--- src/rtl/uart_tx_buffered.sv ---
// rtl/uart_tx_buffered.sv - byte FIFO feeding an 8N1 UART transmitter
//
// Buffers upstream bytes so a whole result string can be queued without
// waiting on the baud rate, then serialises each byte LSB first with one
// start bit and one stop bit. Frames are sent back to back with no idle gap.
//
// Ports:
//   clk       system clock, rising edge
//   rst       asynchronous active-low reset
//   send      upstream byte valid, sampled every clk
//   ascii_in  byte to queue, sampled with send
//   ready     FIFO can accept a byte this cycle
//   tx        serial line, idle high, registered
//   busy      FIFO non-empty or frame in progress
//   overflow  sticky: a byte was offered while ready was low
//   level     FIFO occupancy, 0..DEPTH

module uart_tx_buffered #(
   parameter int CLKS_PER_BIT = 868,
   parameter int DEPTH        = 16,
   parameter int ADDR_W       = 4
) (
   input  logic              clk,
   input  logic              rst,
   input  logic              send,
   input  logic [7:0]        ascii_in,
   output logic              ready,
   output logic              tx,
   output logic              busy,
   output logic              overflow,
   output logic [ADDR_W:0]   level
);

   localparam int              CNT_W      = (CLKS_PER_BIT > 2) ? $clog2(CLKS_PER_BIT) : 1;
   localparam logic [CNT_W-1:0] CNT_LAST  = CNT_W'(CLKS_PER_BIT - 1);
   localparam logic [ADDR_W:0]  LEVEL_FULL = (ADDR_W + 1)'(DEPTH);

   typedef enum logic [1:0] {
      S_IDLE,
      S_START,
      S_DATA,
      S_STOP
   } state_t;

   state_t            state;
   state_t            state_nxt;
   logic [CNT_W-1:0]  bit_cnt;
   logic [CNT_W-1:0]  bit_cnt_nxt;
   logic [2:0]        bit_idx;
   logic [2:0]        bit_idx_nxt;
   logic [7:0]        shift_reg;
   logic [7:0]        shift_nxt;
   logic              tx_nxt;

   logic [7:0]        mem [DEPTH];
   logic [ADDR_W-1:0] wr_ptr;
   logic [ADDR_W-1:0] rd_ptr;
   logic              push;
   logic              pop;
   logic              fifo_empty;
   logic              bit_done;

   // ready comes only from the registered level, so a push offered while
   // full is refused even if the transmitter pops in that same cycle.
   assign ready      = (level != LEVEL_FULL);
   assign push       = send && ready;
   assign fifo_empty = (level == '0);
   assign bit_done   = (bit_cnt == CNT_LAST);
   assign busy       = (state != S_IDLE) || !fifo_empty;

   // Storage needs no reset; level alone defines which entries are valid.
   always_ff @(posedge clk) begin
      if (push) begin
         mem[wr_ptr] <= ascii_in;
      end
   end

   always_ff @(posedge clk or negedge rst) begin
      if (!rst) begin
         wr_ptr   <= '0;
         rd_ptr   <= '0;
         level    <= '0;
         overflow <= 1'b0;
      end else begin
         if (push) begin
            wr_ptr <= wr_ptr + 1'b1;
         end
         if (pop) begin
            rd_ptr <= rd_ptr + 1'b1;
         end
         case ({push, pop})
            2'b10:   level <= level + 1'b1;
            2'b01:   level <= level - 1'b1;
            default: level <= level;
         endcase
         if (send && !ready) begin
            overflow <= 1'b1;
         end
      end
   end

   always_ff @(posedge clk or negedge rst) begin
      if (!rst) begin
         state     <= S_IDLE;
         bit_cnt   <= '0;
         bit_idx   <= '0;
         shift_reg <= '0;
         tx        <= 1'b1;
      end else begin
         state     <= state_nxt;
         bit_cnt   <= bit_cnt_nxt;
         bit_idx   <= bit_idx_nxt;
         shift_reg <= shift_nxt;
         tx        <= tx_nxt;
      end
   end

   // tx_nxt is the line value for the cycle after this edge, so each state
   // drives the level of the bit it is about to enter.
   always_comb begin
      state_nxt   = state;
      bit_cnt_nxt = bit_cnt;
      bit_idx_nxt = bit_idx;
      shift_nxt   = shift_reg;
      tx_nxt      = tx;
      pop         = 1'b0;

      unique case (state)
         S_IDLE: begin
            tx_nxt = 1'b1;
            if (!fifo_empty) begin
               pop         = 1'b1;
               shift_nxt   = mem[rd_ptr];
               bit_cnt_nxt = '0;
               state_nxt   = S_START;
               tx_nxt      = 1'b0;
            end
         end

         S_START: begin
            if (bit_done) begin
               bit_cnt_nxt = '0;
               bit_idx_nxt = '0;
               state_nxt   = S_DATA;
               tx_nxt      = shift_reg[0];
            end else begin
               bit_cnt_nxt = bit_cnt + 1'b1;
            end
         end

         S_DATA: begin
            if (bit_done) begin
               bit_cnt_nxt = '0;
               if (bit_idx == 3'd7) begin
                  state_nxt = S_STOP;
                  tx_nxt    = 1'b1;
               end else begin
                  bit_idx_nxt = bit_idx + 3'd1;
                  tx_nxt      = shift_reg[bit_idx + 3'd1];
               end
            end else begin
               bit_cnt_nxt = bit_cnt + 1'b1;
            end
         end

         S_STOP: begin
            if (bit_done) begin
               bit_cnt_nxt = '0;
               // Chain straight into the next start bit when more data waits.
               if (!fifo_empty) begin
                  pop       = 1'b1;
                  shift_nxt = mem[rd_ptr];
                  state_nxt = S_START;
                  tx_nxt    = 1'b0;
               end else begin
                  state_nxt = S_IDLE;
                  tx_nxt    = 1'b1;
               end
            end else begin
               bit_cnt_nxt = bit_cnt + 1'b1;
            end
         end

         default: begin
            state_nxt = S_IDLE;
            tx_nxt    = 1'b1;
         end
      endcase
   end

endmodule

--- config.mk ---
export PLATFORM = sky130hd
export DESIGN_NAME = uart_tx_buffered
export DESIGN_NICKNAME = d
export VERILOG_FILES = /design/src/rtl/uart_tx_buffered.sv
export SDC_FILE = /design/constraint.sdc
export NUM_CORES = 1
export LEC_CHECK = 0
export CAP_MARGIN = 20
export CORE_ASPECT_RATIO = 1.4
export CORE_MARGIN = 2
export CORE_UTILIZATION = 35
export DETAILED_ROUTE_END_ITERATION = 10
export GPL_TIMING_DRIVEN = 0
export SLEW_MARGIN = 20
export SYNTH_ARGS = -nofsm -noshare
export SYNTH_HDL_FRONTEND = slang
export SYNTH_SLANG_ARGS = --single-unit
--- constraint.sdc ---
create_clock -name clk -period 7.48 [get_ports clk]
set_input_delay 1.87 -clock clk [delete_from_list [all_inputs] [get_ports clk]]
set_output_delay 1.87 -clock clk [all_outputs]
set_load 0.005 [all_outputs]
---- After elaboration in Yosys (flattened, before gate mapping) ----
Memories as Yosys holds them, arrays and structs flattened.
Index checks and enable logic that the tools add are counted.
word-level totals
  register bits after elaboration ......... 38
  bits in writable memories ............... 128
  input bits .............................. 11
  output and inout port bits .............. 9
  memories ................................ 1
memory list
  memory  depth  bits a word  rd ports  clocked after memory_dff  wr ports  line  source
  mem     16     8            1         0                         1         55    logic [7:0] mem [DEPTH];
operators by class
  add/sub/neg operators ................... 6
  order comparisons ....................... 1
  eq/ne operators ......................... 14
  mux-type cells .......................... 31
  reduce and logical (&&, ||, !) cells .... 16
operator list
  kind                                                                           number
  10-bit 2-to-1 mux                                                              2
  10-bit case mux with 2 select lines                                            1
  8-bit 2-to-1 mux                                                               2
  8-bit case mux with 2 select lines                                             1
  2-bit != test (second input constant)                                          6
  1-bit 2-to-1 mux                                                               11
  10-bit by 1-bit adder with 10-bit output (second input constant)               1
  10-bit == test (second input constant)                                         1
  2-bit 2-to-1 mux                                                               5
  5-bit case mux with 2 select lines                                             1
  3-bit 2-to-1 mux                                                               3
  4-bit by 1-bit adder with 4-bit output (second input constant)                 2
  2-bit case mux with 4 select lines                                             1
  2-bit nonzero test                                                             4
  2-bit == test (second input constant)                                          3
  3-bit case mux with 2 select lines                                             1
  5-bit by 1-bit adder with 5-bit output (second input constant)                 1
  5-bit logical NOT                                                              1
  5-bit != test (second input constant)                                          1
  5-bit AND reduction                                                            1
  5-bit by 1-bit subtractor with 5-bit output (second input constant)            1
  2-bit by 1-bit == test with 1-bit output (second input constant)               2
  3-bit by 4-bit less-than comparator with 1-bit output (second input constant)  1
  1-bit case mux with 4 select lines                                             1
  12 further kinds                                                               14

---- Logic depth before layout (Yosys ltp) ----
Gate-level depths: netlist of run 1.
  depth in word-level cells ............... 6
  gate-level depth with buffers ........... 14
  gate-level depth less buffers ........... 13

---- Worst setup path after synthesis of run 1 ----
No wires, ideal clock.
  path type ............................... input -> register
  start point ............................. in send
  end point ............................... reg level[4]
  setup time .............................. 80 ps
  data arrival time ....................... 3550 ps
  data required time ...................... 7400 ps
  path slack .............................. 3850 ps
  stages on the path ...................... 11
  path through ............................ and2_1 clkbuf_1 inv_1 ha_1 inv_1 fa_1 nor2b_1 o21ai_0 and3_1 nor3_1 xnor2_1
between the ends
  longest elaborated chain between the ends .. 3
  elaborated cells between the ends (all ways) .. 5
  those cells by class .................... eq/ne (2); mux (1); reduce/logical (2)
RTL lines
  element                                                                    line  source
  from (decl)                                                                25    input logic send,
  1-bit logical AND (*)                                                      66    assign push = send && ready;
  2-bit by 1-bit == test with 1-bit output or 2-bit == test (tied branches)  91    case ({push, pop})
  5-bit case mux with 2 select lines or 2-bit nonzero test (tied branches)   --
  to (signal assigned)                                                       92    2'b10: level <= level + 1'b1;
  to (signal assigned)                                                       93    2'b01: level <= level - 1'b1;
  to (signal assigned)                                                       94    default: level <= level;
  to (decl)                                                                  31    output logic [ADDR_W:0] level
Mark *: on every way between the ends. The rest lies on a longest branch, timed or not.
A chain may end at the register's enable or synchronous reset.

---- Final worst setup path of run 1 ----
  start point ............................. reg level[0]
  end point ............................... out busy
between the ends
  longest elaborated chain between the ends .. 3
RTL lines
  element            line  source
  5-bit logical NOT  67    assign fifo_empty = (level == '0);
  1-bit logical NOT  --
  1-bit logical OR   69    assign busy = (state != S_IDLE) || !fifo_empty;
  to (decl)          29    output logic busy,
No other way between the ends.

==> results of run 1 <==
[Yosys cell counts (2+ instances only)]
| library cell | n | area (µm²) |
|---|---|---|
| nand2b_1 | 6 | 37.54 |
| nor2b_1 | 3 | 18.77 |
| dfrtp_1 | 37 | 925.9 |
| a22oi_1 | 2 | 15.01 |
| edfxtp_1 | 128 | 3844 |
| buf_1 | 2 | 7.510 |
| inv_1 | 15 | 56.30 |
| nor3_1 | 7 | 35.03 |
| xor2_1 | 4 | 35.03 |
| ha_1 | 17 | 212.7 |
| nor2_1 | 24 | 90.09 |
| o31ai_1 | 9 | 67.56 |
| nand3_1 | 5 | 25.02 |
| mux4_2 | 33 | 743.2 |
| buf_2 | 6 | 30.03 |
| and3_1 | 4 | 25.02 |
| mux2_2 | 9 | 101.4 |
| a21oi_1 | 5 | 25.02 |
| o21ai_1 | 2 | 10.01 |
| o21ai_0 | 24 | 120.1 |
| mux2i_1 | 6 | 60.06 |
| buf_4 | 2 | 15.01 |
| nand2_1 | 32 | 120.1 |
| clkbuf_1 | 6 | 22.52 |
| a21o_1 | 2 | 15.01 |
| nor4_1 | 2 | 12.51 |
| o22ai_1 | 8 | 50.05 |
| xnor2_1 | 6 | 52.55 |
| and2_1 | 2 | 12.51 |
[through the flow]
step | worst slack, ns | util, %
after floorplan | 3.850 | -
after global placement | 2.775 | 38.10
after detailed placement | 3.039 | 38.46
after CTS | 2.705 | 41.38
after global routing | 2.443 | 41.38
final | 2.712 | 41.38
[critical path, stage by stage (launching register included)]
cell	delay, ns
dfrtp_1	0.43
nor4_1	0.59
nand2_1	0.25
nor2_1	0.51
inv_1	0.20
clkdlybuf4s50_1	0.49
[metal layers]
layer	global-route usage, %	vias up
met4	5.435	0
met5	0	-
met3	2.487	16
met1	16.40	1923
met2	24.46	43
li1	-	1738
[power breakdown]
group          switching (mW)  internal [mW]  leakage (nW)  total (mW)
Sequential             0.0359           1.09          1.62        1.13
Clock                   0.360          0.495         0.269       0.855
Combinational           0.157          0.112         0.939       0.269
[path summary, 6_finish.rpt]
check / slack (ns) / endpoint / from
setup / recovery: 2.71 / busy / level[0]
hold / removal: 0.48 / shift_reg[4] / shift_reg[4]
setup reg to reg: 4.15 / level[4] / bit_cnt[0]
hold reg to reg: 0.48 / shift_reg[4] / shift_reg[4]
max in group asynchronous: 5.65 / shift_reg[4] / rst
min in group asynchronous: 1.38 / overflow / rst
[cells in the final DEF (no fill, tap or decap), drive strengths merged, types with 7 or more instances in the layout]
cell	count
xnor2	7
inv	20
clkdlybuf4s50	18
ha	17
o31ai	10
edfxtp	128
o21ai	26
nand2	32
nor2	24
mux4	33
o22ai	8
buf	17
mux2	9
nor3	8
clkbuf	25
dfrtp	37
[cell type report]
| cell class | instances | area [µm²] |
|---|---|---|
| inverters | 15 | 56.30 |
| flip-flops and latches | 166 | 4796 |
| plain buffers | 17 | 86.33 |
| multi-input cells | 230 | 2107 |
| repair buffers | 24 | 242.7 |
| well taps | 252 | 315.3 |
| clock buffers | 19 | 432.9 |
| clock inverters | 13 | 142.6 |
| fillers | 1728 | 11590 |
[cell families after synthesis]
logic type,Yosys count
AO/OA/AOI/OAI,62
AND/OR/NAND/NOR,91
buffers and inverters,32
adder cells (fa/ha/maj),18
flip-flops,166
multiplexers,48
XOR/XNOR,11
==> flow_metrics.py, run 1 <==
metrics = {
    "place": {
        "io_buffers": 19,
        "post-dp-hpwl_mm": 9.501,
        "globalplace.congestion": 0.8056,
        "dp.cells": 704,
        "placed_area_um2": 7604,
    },
    "synth": {
        "yosys_warnings": 0,
        "synth_flop_cell": "edfxtp_1",
        "async_flop_share_pct": 22.89,
        "yosys.area_share.simple_pct": 6.376,
        "synth-edff-count": 128,
        "synthesis.nets": 457,
        "yosysUniqueCellTypes": 49,
        "syn_inst": 428,
        "synth_area_per_cell_um2": 16.41,
        "synth_top_family_by_area": "multiplexers",
        "synthMuxAreaShare_pct": 12.88,
        "ys_seq_elements": 166,
        "netlist_area_um2": 7025,
        "synth_seq_area_share_pct": 68.26,
        "synth_compound_area_share_pct": 5.663,
        "synth-xor-area-share_pct": 1.478,
        "synthAdderAreaFrac_pct": 3.313,
    },
    "clock_network": {
        "path_clk_slew_ns": 0.06,
        "cts_setup_buffers": 0,
        "cts_hold_buf": 0,
        "cts-root-buf": "clkbuf_16",
        "ctsResizeCount": 0,
        "clock_path_buffers": 2,
        "htree_num_levels": 4,
        "cts_tree": "yes",
        "numCtsBuffers": 17,
        "cts.sinks": 166,
        "clock_latency_ns": 0.42,
    },
    "die": {
        "fp-row-count": 61,
        "die_w_um": 123.7,
        "core_area_um2": 19770,
        "ios": 20,
        "dieArea_um2": 21240,
        "die_h_um": 171.6,
        "start_util_pct": 35.54,
    },
    "global_routing": {
        "grt_pass1_wl_mm": 21.58,
        "antenna_found_initial": 0,
        "grt_pass1_vias": 3915,
        "grt_max_degree": 24,
        "grt_overflow_total": 0,
        "grt_util_all_layers_pct": 13.79,
    },
    "setup_path": {
        "worstSetupPathType": "reg2out",
        "worstPathArrival_ns": 2.90,
        "worstSetupStartpointType": "flop",
        "worstRegToRegCells": 13,
        "required_ns": 5.61,
        "worstSetupEndpointType": "output port",
        "worstPathMaxFanout": 9,
    },
    "route": {
        "route.met3.wl_um": 228,
        "firstDrtPassIters": 4,
        "via_per_inst": 5.054,
        "drt-total-wl_mm": 13.45,
        "drt_first_iter_violations": 234,
        "wl_met1_mm": 5.687,
        "highest-signal-layer": "met4",
        "vias": 3720,
        "drc": 0,
        "antenna_left": 0,
        "wl_per_cell_um": 18.27,
        "wl_met2_mm": 7.293,
    },
    "finish": {
        "area_growth_syn_to_layout_pct": 16.42,
        "antenna_cells": 0,
        "largest_reg_flops": 128,
        "fin_cells": 736,
        "finalInstanceArea_um2": 8179,
        "final_nets": 500,
        "drive_gt1_share_pct": 20.45,
    },
    "sta": {
        "hold_viol": 0,
        "skew_ns": 0.009523,
        "tns_ns": 0,
        "finalSetupViolCount": 0,
        "report.final.slew_viol_count": 0,
        "rsz0062_at_grt": "no",
        "worst_pin_slew_ns": 0.9362,
        "timing.final.crit_share_pct": 63.75,
        "finalCriticalPeriod_ns": 4.768,
        "slew_headroom_pct": 37.36,
        "max_freq_mhz": 209.7,
        "hold-worst-slack_ns": 0.4785,
    },
    "min_path": {
        "whs_path_depth": 2,
        "hold_class": "reg2reg",
    },
    "status": {
        "status": "finished, final reports clean",
    },
    "pwr": {
        "peakVddDrop_uv": 145.9,
        "power_mw": 2.252,
        "p_leak_nw": 2.829,
        "power_density_nw_per_um2": 275.4,
    },
    "run": {
        "max_cap_violations": 0,
    },
}
No activity file was read; power rests on OpenSTA's default activity.
==> run 2, diff against run 1 <==
clock period = 4.7 ns   (was 7.48 ns; I/O delays follow)
==> results of run 2 <==
The final DEF is identical to that of run 1. Status: finished, final reports clean.
Main changes from that run: setup slack after placement 3.039 ns -> 0.9542 ns; setup slack after layout 2.712 ns -> 0.6269 ns; register-to-register setup slack 4.15 ns -> 1.37 ns; total power 2.252 mW -> 3.584 mW; worst IR drop on VDD 145.9 µV -> 232.1 µV
